### config.mk
export PLATFORM = sky130hd
export DESIGN_NAME = btb_predictor
export DESIGN_NICKNAME = d
export VERILOG_FILES = /design/src/rtl/btb_predictor.sv
export SDC_FILE = /design/constraint.sdc
export NUM_CORES = 1
export LEC_CHECK = 0
export BUFFER_PORTS_ARGS = -buffer_cell sky130_fd_sc_hd__buf_4
export CELL_PAD_IN_SITES_DETAIL_PLACEMENT = 0
export CELL_PAD_IN_SITES_GLOBAL_PLACEMENT = 2
export CORE_MARGIN = 3
export CORE_UTILIZATION = 35
export DETAILED_ROUTE_END_ITERATION = 10
export PLACE_DENSITY = 0.71
export SLEW_MARGIN = 20
export SYNTH_ARGS = -nofsm -noshare
export SYNTH_HDL_FRONTEND = slang
export SYNTH_SLANG_ARGS = --single-unit
### constraint.sdc
create_clock -name clk -period 5.8 [get_ports clk]
set_clock_uncertainty 0.15 [all_clocks]
set_input_delay 0.29 -clock clk [delete_from_list [all_inputs] [get_ports clk]]
set_output_delay 0.29 -clock clk [all_outputs]
set_load 0.1 [all_outputs]
### src/rtl/btb_predictor.sv
// btb_predictor: direct-mapped branch target buffer with a registered lookup port, an update port
// and a sweep FSM that clears the valid bits after reset and on flush.
module btb_predictor #(
    parameter int PC_W  = 16,
    parameter int IDX_W = 5,
    parameter int CNT_W = 2
) (
    input  logic            clk,
    input  logic            rst_n,
    input  logic            lookup_valid,
    input  logic [PC_W-1:0] lookup_pc,
    output logic            pred_valid,
    output logic            pred_hit,
    output logic            pred_taken,
    output logic [PC_W-1:0] pred_target,
    input  logic            upd_valid,
    input  logic [PC_W-1:0] upd_pc,
    input  logic            upd_taken,
    input  logic [PC_W-1:0] upd_target,
    output logic            alloc,
    output logic            evict,
    input  logic            flush_req,
    output logic            busy
);
    localparam int TAG_W   = PC_W - IDX_W;
    localparam int ENTRIES = 1 << IDX_W;

    typedef enum logic [1:0] {INIT, IDLE, FLUSH} state_t;

    state_t           state, state_nx;
    logic [IDX_W-1:0] ptr, ptr_nx;

    logic [ENTRIES-1:0] valid;
    logic [TAG_W-1:0]   tags    [ENTRIES];
    logic [PC_W-1:0]    targets [ENTRIES];
    logic [CNT_W-1:0]   ctrs    [ENTRIES];

    always_ff @(posedge clk or negedge rst_n) begin
        if (!rst_n) begin
            state <= INIT;
            ptr   <= '0;
        end else begin
            state <= state_nx;
            ptr   <= ptr_nx;
        end
    end

    always_comb begin
        state_nx = state;
        ptr_nx   = ptr;
        if (state == IDLE) begin
            state_nx = flush_req ? FLUSH : IDLE;
            ptr_nx   = '0;
        end else begin
            ptr_nx = ptr + 1'b1;
            if (&ptr) state_nx = IDLE;
        end
    end

    assign busy = state != IDLE;

    logic [IDX_W-1:0] l_idx, u_idx;
    logic [TAG_W-1:0] l_tag, u_tag;
    logic [CNT_W-1:0] u_ctr;
    logic             l_hit, u_vld, u_match, u_new;

    assign l_idx   = lookup_pc[IDX_W-1:0];
    assign l_tag   = lookup_pc[PC_W-1:IDX_W];
    assign u_idx   = upd_pc[IDX_W-1:0];
    assign u_tag   = upd_pc[PC_W-1:IDX_W];
    assign u_ctr   = ctrs[u_idx];
    assign l_hit   = !busy && valid[l_idx] && tags[l_idx] == l_tag;
    assign u_vld   = valid[u_idx];
    assign u_match = u_vld && tags[u_idx] == u_tag;
    assign u_new   = !busy && upd_valid && upd_taken && !u_match;

    // Table has no reset; the sweep owns valid while busy, updates own it otherwise.
    always_ff @(posedge clk) begin
        if (busy) begin
            valid[ptr] <= 1'b0;
        end else if (upd_valid) begin
            if (u_match) begin
                if (upd_taken) begin
                    targets[u_idx] <= upd_target;
                    if (u_ctr != '1) ctrs[u_idx] <= u_ctr + 1'b1;
                end else if (u_ctr != '0) begin
                    ctrs[u_idx] <= u_ctr - 1'b1;
                end
            end else if (upd_taken) begin
                valid[u_idx]   <= 1'b1;
                tags[u_idx]    <= u_tag;
                targets[u_idx] <= upd_target;
                ctrs[u_idx]    <= CNT_W'(1) << (CNT_W - 1);
            end
        end
    end

    always_ff @(posedge clk or negedge rst_n) begin
        if (!rst_n) begin
            pred_valid  <= 1'b0;
            pred_hit    <= 1'b0;
            pred_taken  <= 1'b0;
            pred_target <= '1;
            alloc       <= 1'b0;
            evict       <= 1'b0;
        end else begin
            pred_valid <= lookup_valid;
            if (lookup_valid) begin
                pred_hit    <= l_hit;
                pred_taken  <= l_hit && ctrs[l_idx][CNT_W-1];
                pred_target <= l_hit ? targets[l_idx] : '1;
            end
            alloc <= u_new && !u_vld;
            evict <= u_new && u_vld;
        end
    end
endmodule
### Yosys cells after proc, flatten, opt, wreduce, memory -nomap -nowiden

Memory sizes are Yosys's and may differ from the RTL's.
Cells that the tools add are included.

| operators by class | value |
|---|---|
| bitwise operators | 6 |
| magnitude comparators | 5 |
| muxes and demuxes | 41 |
| add/subtract/negate cells | 3 |
| reductions and logical operators | 20 |
| equality and inequality tests | 6 |

Operator list:

| cell | count |
|---|---|
| two-way mux 32 bit | 4 |
| AND 32 bit | 1 |
| two-way mux 16 bit | 2 |
| NOT 32 bit | 1 |
| OR 32 bit | 1 |
| two-way mux 1 bit | 25 |
| == test 11 bit | 2 |
| less-than comparator 5 x 6 -> 1 bit, second input constant | 3 |
| logical AND 1 bit | 11 |
| binary-select mux 1 bit (select 5 bit) | 2 |
| demux 1 bit (select 5 bit) | 2 |
| >= comparator 5 x 1 -> 1 bit, second input constant | 2 |
| two-way mux 2 bit | 5 |
| nonzero test 2 bit | 4 |
| adder 5 x 1 -> 5 bit, second input constant | 1 |
| two-way mux 5 bit | 1 |
| AND reduction 5 bit | 1 |
| != test 2 bit, second input constant | 2 |
| zero test 1 bit | 3 |
| OR 1 bit | 3 |
| AND reduction 3 bit | 1 |
| adder 2 x 1 -> 2 bit, second input constant | 1 |
| == test 2 x 1 -> 1 bit, second input constant | 1 |
| != test 2 x 1 -> 1 bit, second input constant | 1 |
| subtractor 2 x 1 -> 2 bit, second input constant | 1 |

| storage, ports and cells | value |
|---|---|
| register bits | 60 |
| memories kept | 3 |
| RAM bits | 928 |
| logic and storage cells | 93 |
| output and inout port bits | 22 |

Memories:

| name | words | bits a word | rd ports | clocked after memory_dff | wr ports | line | source |
|---|---|---|---|---|---|---|---|
| targets | 32 | 16 | 1 | 0 | 1 | 35 | `logic [PC_W-1:0] targets [ENTRIES];` |
| tags | 32 | 11 | 2 | 0 | 1 | 34 | `logic [TAG_W-1:0] tags [ENTRIES];` |
| ctrs | 32 | 2 | 2 | 0 | 1 | 36 | `logic [CNT_W-1:0] ctrs [ENTRIES];` |

### Longest topological paths before layout

An unclocked memory read counts as a cell.

| logic depth | value |
|---|---|
| depth after elaboration | 10 |
| gate-level depth with buffers | 15 |
| gate-level depth less buffers | 9 |

### Worst setup path after synthesis

OpenSTA, ideal clock, no wires.

| path | value |
|---|---|
| path type | input port to flip-flop |
| start | in upd_pc[1] |
| end | mem ctrs[0][1] (data pin) |
| slack | 2.036 ns |
| stages on the path | 12 |
| arrival time | 3.233 ns |
| setup time | 0.380 ns |
| path buffers | 5 |
| cell sequence | buf_2 > buf_6 > buf_4 > buf_2 > buf_4 > mux2i_1 > o22ai_1 > nor4_1 > o311ai_0 > and2_1 > or2_2 > o22ai_1 |

| on the way | value |
|---|---|
| cells in the longest elaborated chain, start to end | 10 |

Ends and longest elaborated chain:

| element | line | source |
|---|---|---|
| start, declared | 17 | `input logic [PC_W-1:0] upd_pc,` |
| memory (32 x 2 bit) | -- |  |
| nonzero test 2 bit | 86 | `end else if (u_ctr != '0) begin` |
| two-way mux 1 bit | 86 |  |
| two-way mux 1 bit | 83 | `if (upd_taken) begin` |
| two-way mux 1 bit | 82 | `if (u_match) begin` |
| two-way mux 1 bit | 81 | `end else if (upd_valid) begin` |
| two-way mux 1 bit | 79 | `if (busy) begin` |
| two-way mux 1 bit (implied by the code) | 87 | `ctrs[u_idx] <= u_ctr - 1'b1;` |
| two-way mux 2 bit (no source line) | -- |  |
| two-way mux 2 bit (no source line) * | -- |  |
| end, declared | 36 |  |

Mark *: on every way between the ends. The rest lies on a longest branch, timed or not. The select of a mux whose other input is x is not followed.

### Worst setup path after layout

| path | value |
|---|---|
| start | in upd_pc[0] |
| end | mem ctrs[1][1], enable pin |

| on the way | value |
|---|---|
| cells in the longest elaborated chain, start to end | 10 |

Ends and longest elaborated chain:

| element | line |
|---|---|
| memory (32 x 2 bit) | -- |
| != test 2 bit / nonzero test 2 bit (equally long branches) | 85, 86 |
| two-way mux 1 bit, on equally long branches | 85, 86 |
| two-way mux 1 bit | 83 |
| two-way mux 1 bit | 82 |
| two-way mux 1 bit | 81 |
| two-way mux 1 bit | 79 |
| two-way mux 1 bit, on equally long branches | 85, 87 |
| OR 1 bit (no source line) (2 in a row) | -- |

Several ways; a longest one is shown, not always the timed one. The select of a mux whose other input is x is not followed.

==> run summary <==
After legalization and detailed placement, the total HPWL measured 76000 um. On the final layout, the worst hold slack is 0.135 ns. The share of final-layout standard cells stronger than drive strength 1 came out at 27.6%. The total setup violations reported at the end of the flow came out at 0.

The final cell utilization of the core came out at 41.1%. The cell area after placement is 45500 um2. The core region is 121000 um2.

The post-synthesis instance area came out at 42800 um2. The cell area after layout is 49500 um2. Synthesis produced a netlist with a net count of 2364. The x dimension of the die came out at 356 um. The number of max-slew violations in the final report is 0. After detailed routing, the number of vias per cell comes to 5.74. No sink is reached through more buffers than the 3 on the longest clock path. The largest fanout on the critical path is 42. Global routing finished with a remaining overflow of 0. The overall routing resource usage is 19.8%. The maximum clock frequency came out at 234 MHz.

Setup repair after global routing left no endpoint under its margin. The first global-routing pass estimated 181000 um of wire. The synthesis warning total came out at 0. The fill cell total of the finished layout is 10600. At the pin with the least slew margin, the transition time is 1.16 ns.

TritonCTS built the clock tree. The number of remaining DRC errors is 0. The maximum cell stage delay along the critical path came out at 0.67 ns. Counting flops with a built-in enable in the synthesized netlist gives 960. The initial antenna violation count came to 5. The detailed-routed wire length on met3 came out at 10400 um. The area share of the largest cell type after synthesis came out at 67.3%.

The via count of the first global-routing pass came out at 24400. The critical path in this run is classified as in2reg. The detailed-route wire length per cell came out at 30.3 um. From bottom edge to top edge, the die measures 356 um. After the last flow step, the layout net total stands at 2526. The I/O pin count is 76.

The first detailed-routing pass ran for 5 iterations. The number of hold violations in the final report came out at 0. The clock reaches the later pin of the worst-skew pair after 0.70 ns. The total vias in the final route came out at 23900. The maximum number of pins on one net before global-route repair is 90. The sum of buffers and inverters on the critical path came out at 2. The count of hold-fix buffers inserted at cts came out at 31. The final clock period utilization by the worst path came out at 73.6%. The cell family contributing the most delay on the critical path is simple AND/OR/NAND/NOR gates. The flip-flop and latch count after synthesis came out at 988. The synthesized design spends more area on one cell type than any other, namely edfxtp_1. For this design, the slowest cell found on the critical path is or4_1. STA classifies the critical path endpoint as a register. The die covers 127000 um2. The first routing iteration left 3002 violations. The final critical-path required period is 4.27 ns. Walking the worst path, the cells encountered are buf_4 > or4_1 > buf_4 > o22ai_1 > nor4_1 > nand2_1 > xnor2_1 > and4_1 > nand3_2 > o21a_2 > nor4_1. The top cell types in the final layout, fill and taps aside, are edfxtp_1 (960), mux2i_1 (269), mux4_2 (258). STA puts the critical path data arrival time at 4.46 ns. The share of synthesized flip-flops with an asynchronous set or reset is 2.83%. At the end of routability-driven placement, the weighted congestion stood at 0.850.

The remaining max-slew budget at the tightest pin came out at 22.4%. The initialized floorplan defines 127 standard-cell rows. Sequential cells were found to cover 69.0% of the synthesized design area. The number of sinks handled by clock tree synthesis is 988.

The post-CTS setup repair buffer count is 0. The total leakage power is 16.1 nW. CTS placed an instance of clkbuf_16 at the clock tree root. For this run, the leading register cell type out of synthesis is edfxtp_1.

The count of max-cap constraint violations is 0. The final sum of negative setup slack is 0 ns. The area added between synthesis and finish is 15.6%. STA classifies the critical path startpoint as a primary input. For this configuration, the core starts out at a cell density of 35.5%. The average instance in the mapped netlist occupies 18.6 um2. The synthesized instance count came out at 2305. The maximum vdd drop came out at 0.224 mV.

The number of routed nets with antenna violations is 0. In this run, post-CTS repair resized a total of 0 instances. The met2 routed wirelength came out at 59300 um. By area the synthesized netlist is led by edfxtp_1 (67%), mux4_2 (14%), mux2i_1 (6.3%).

The number of distinct library cells after synthesis came out at 66. The number of buffers inserted by port buffering is 75. After clock tree synthesis, the clock-pin slew on the worst setup and hold paths is 0.07 ns.

The flow ran to the end, and the final reports show no timing, DRC or antenna violations. The tightest min-delay check is of the in2async type. Dividing total power by cell area gives a power density of 335 nW/um2. The library cell used most frequently in the layout, excluding fill and tap cells, is edfxtp_1.

The routed design has 127000 um of wire. After detailed routing, no signal wire sits above met5. The required time of the critical path is 5.99 ns. The length of routed wiring on met1 came out at 53200 um. The total number of H-tree levels came out at 3. TritonCTS created 105 clock buffers.
-- metal layers --
layer / global-route usage, % / vias to the layer above
met3: 3.70 / 215
met5: 0 / -
met1: 28.2 / 12700
li1: - / 9894
met4: 5.97 / 2
met2: 31.0 / 1163
-- registers in the layout, indices dropped and copies added (netlist names) --
register,flops
pred_hit,1
ptr,5
state,2
valid,32
tags,352
evict,1
ctrs,64
targets,512
pred_valid,1
pred_target,16
pred_taken,1
alloc,1
-- cells by family (layout without fill, tap and decap cells) --
group | after synthesis | count (layout) | share of synthesized area [%]
flops | 988 | 988 | 69.0
mux | 532 | 532 | 20.0
simple gates | 340 | 340 | 4.56
compound gates | 249 | 249 | 3.64
buf+inv | 168 | 418 | 2.19
xor+xnor | 23 | 23 | 0.470
fa+ha+maj | 5 | 5 | 0.146
other cells | 0 | 3 | 0
-- metrics by stage --
step | total power [mW] | setup WS (ns) | std cells
2_1_floorplan | 9.08 | 2.04 | 2305
3_3_place_gp | 9.54 | 1.02 | 3940
6_report | 16.6 | 1.53 | 4170
3_5_place_dp | 9.58 | 0.856 | 3940
4_1_cts | 16.7 | 1.63 | 4166
5_1_grt | 17.1 | 1.26 | 4169
-- worst paths after layout --
path                                 from             end  slack (ns)  depth (start not counted)
max                             upd_pc[0]      ctrs[1][1]        1.53                         11
min                                 rst_n  pred_target[4]        0.13                          2
max reg2reg                    tags[8][6]      ctrs[1][1]        1.85                          9
min reg2reg                pred_target[1]  pred_target[1]        0.34                          2
max in group asynchronous           rst_n           evict        4.08                          3
min in group clk                upd_taken     ctrs[13][1]        0.22                          4
-- synth_stat cells, types with 7 or more instances --
cell,instances
buf_2,70
dfstp_2,16
nor2_1,105
xnor2_1,8
nor2b_1,18
o22ai_1,95
nand3_1,36
buf_4,30
nand2_1,69
nor4_2,30
o211ai_1,12
buf_1,7
mux2i_1,269
o21ai_0,62
a21oi_1,22
clkbuf_1,38
buf_6,14
nor4_1,26
mux4_2,258
a22oi_1,26
inv_1,7
dfrtp_1,12
xor2_1,15
edfxtp_1,960
-- layout make-up --
cell class                 count  area [um2]  area share (%)
sequential                   988       29500            59.7
multi-input combinational   1149       12500            25.2
clock buffer                 115        2680            5.40
tap                         1612        2020            4.07
timing repair buffer         214        1760            3.55
clock inverter                80        1020            2.05
inverter                       9        35.0          0.0707
antenna                        3        7.51          0.0152
-- worst register-to-register path: cells and delay by family, from the launching register on --
| family | cells | cell delay [ns] |
|---|---|---|
| simple gates | 5 | 1.63 |
| flops | 1 | 0.39 |
| compound gates | 2 | 0.74 |
| xor+xnor | 1 | 0.41 |
| mux | 1 | 0.27 |
-- where the power goes --
group | switching, mW | internal, mW | total (mW)
Clock | 2.87 | 4.28 | 7.14
Combinational | 0.804 | 0.512 | 1.32
Sequential | 0.138 | 8.01 | 8.15
No activity file was read; power rests on OpenSTA's default activity.
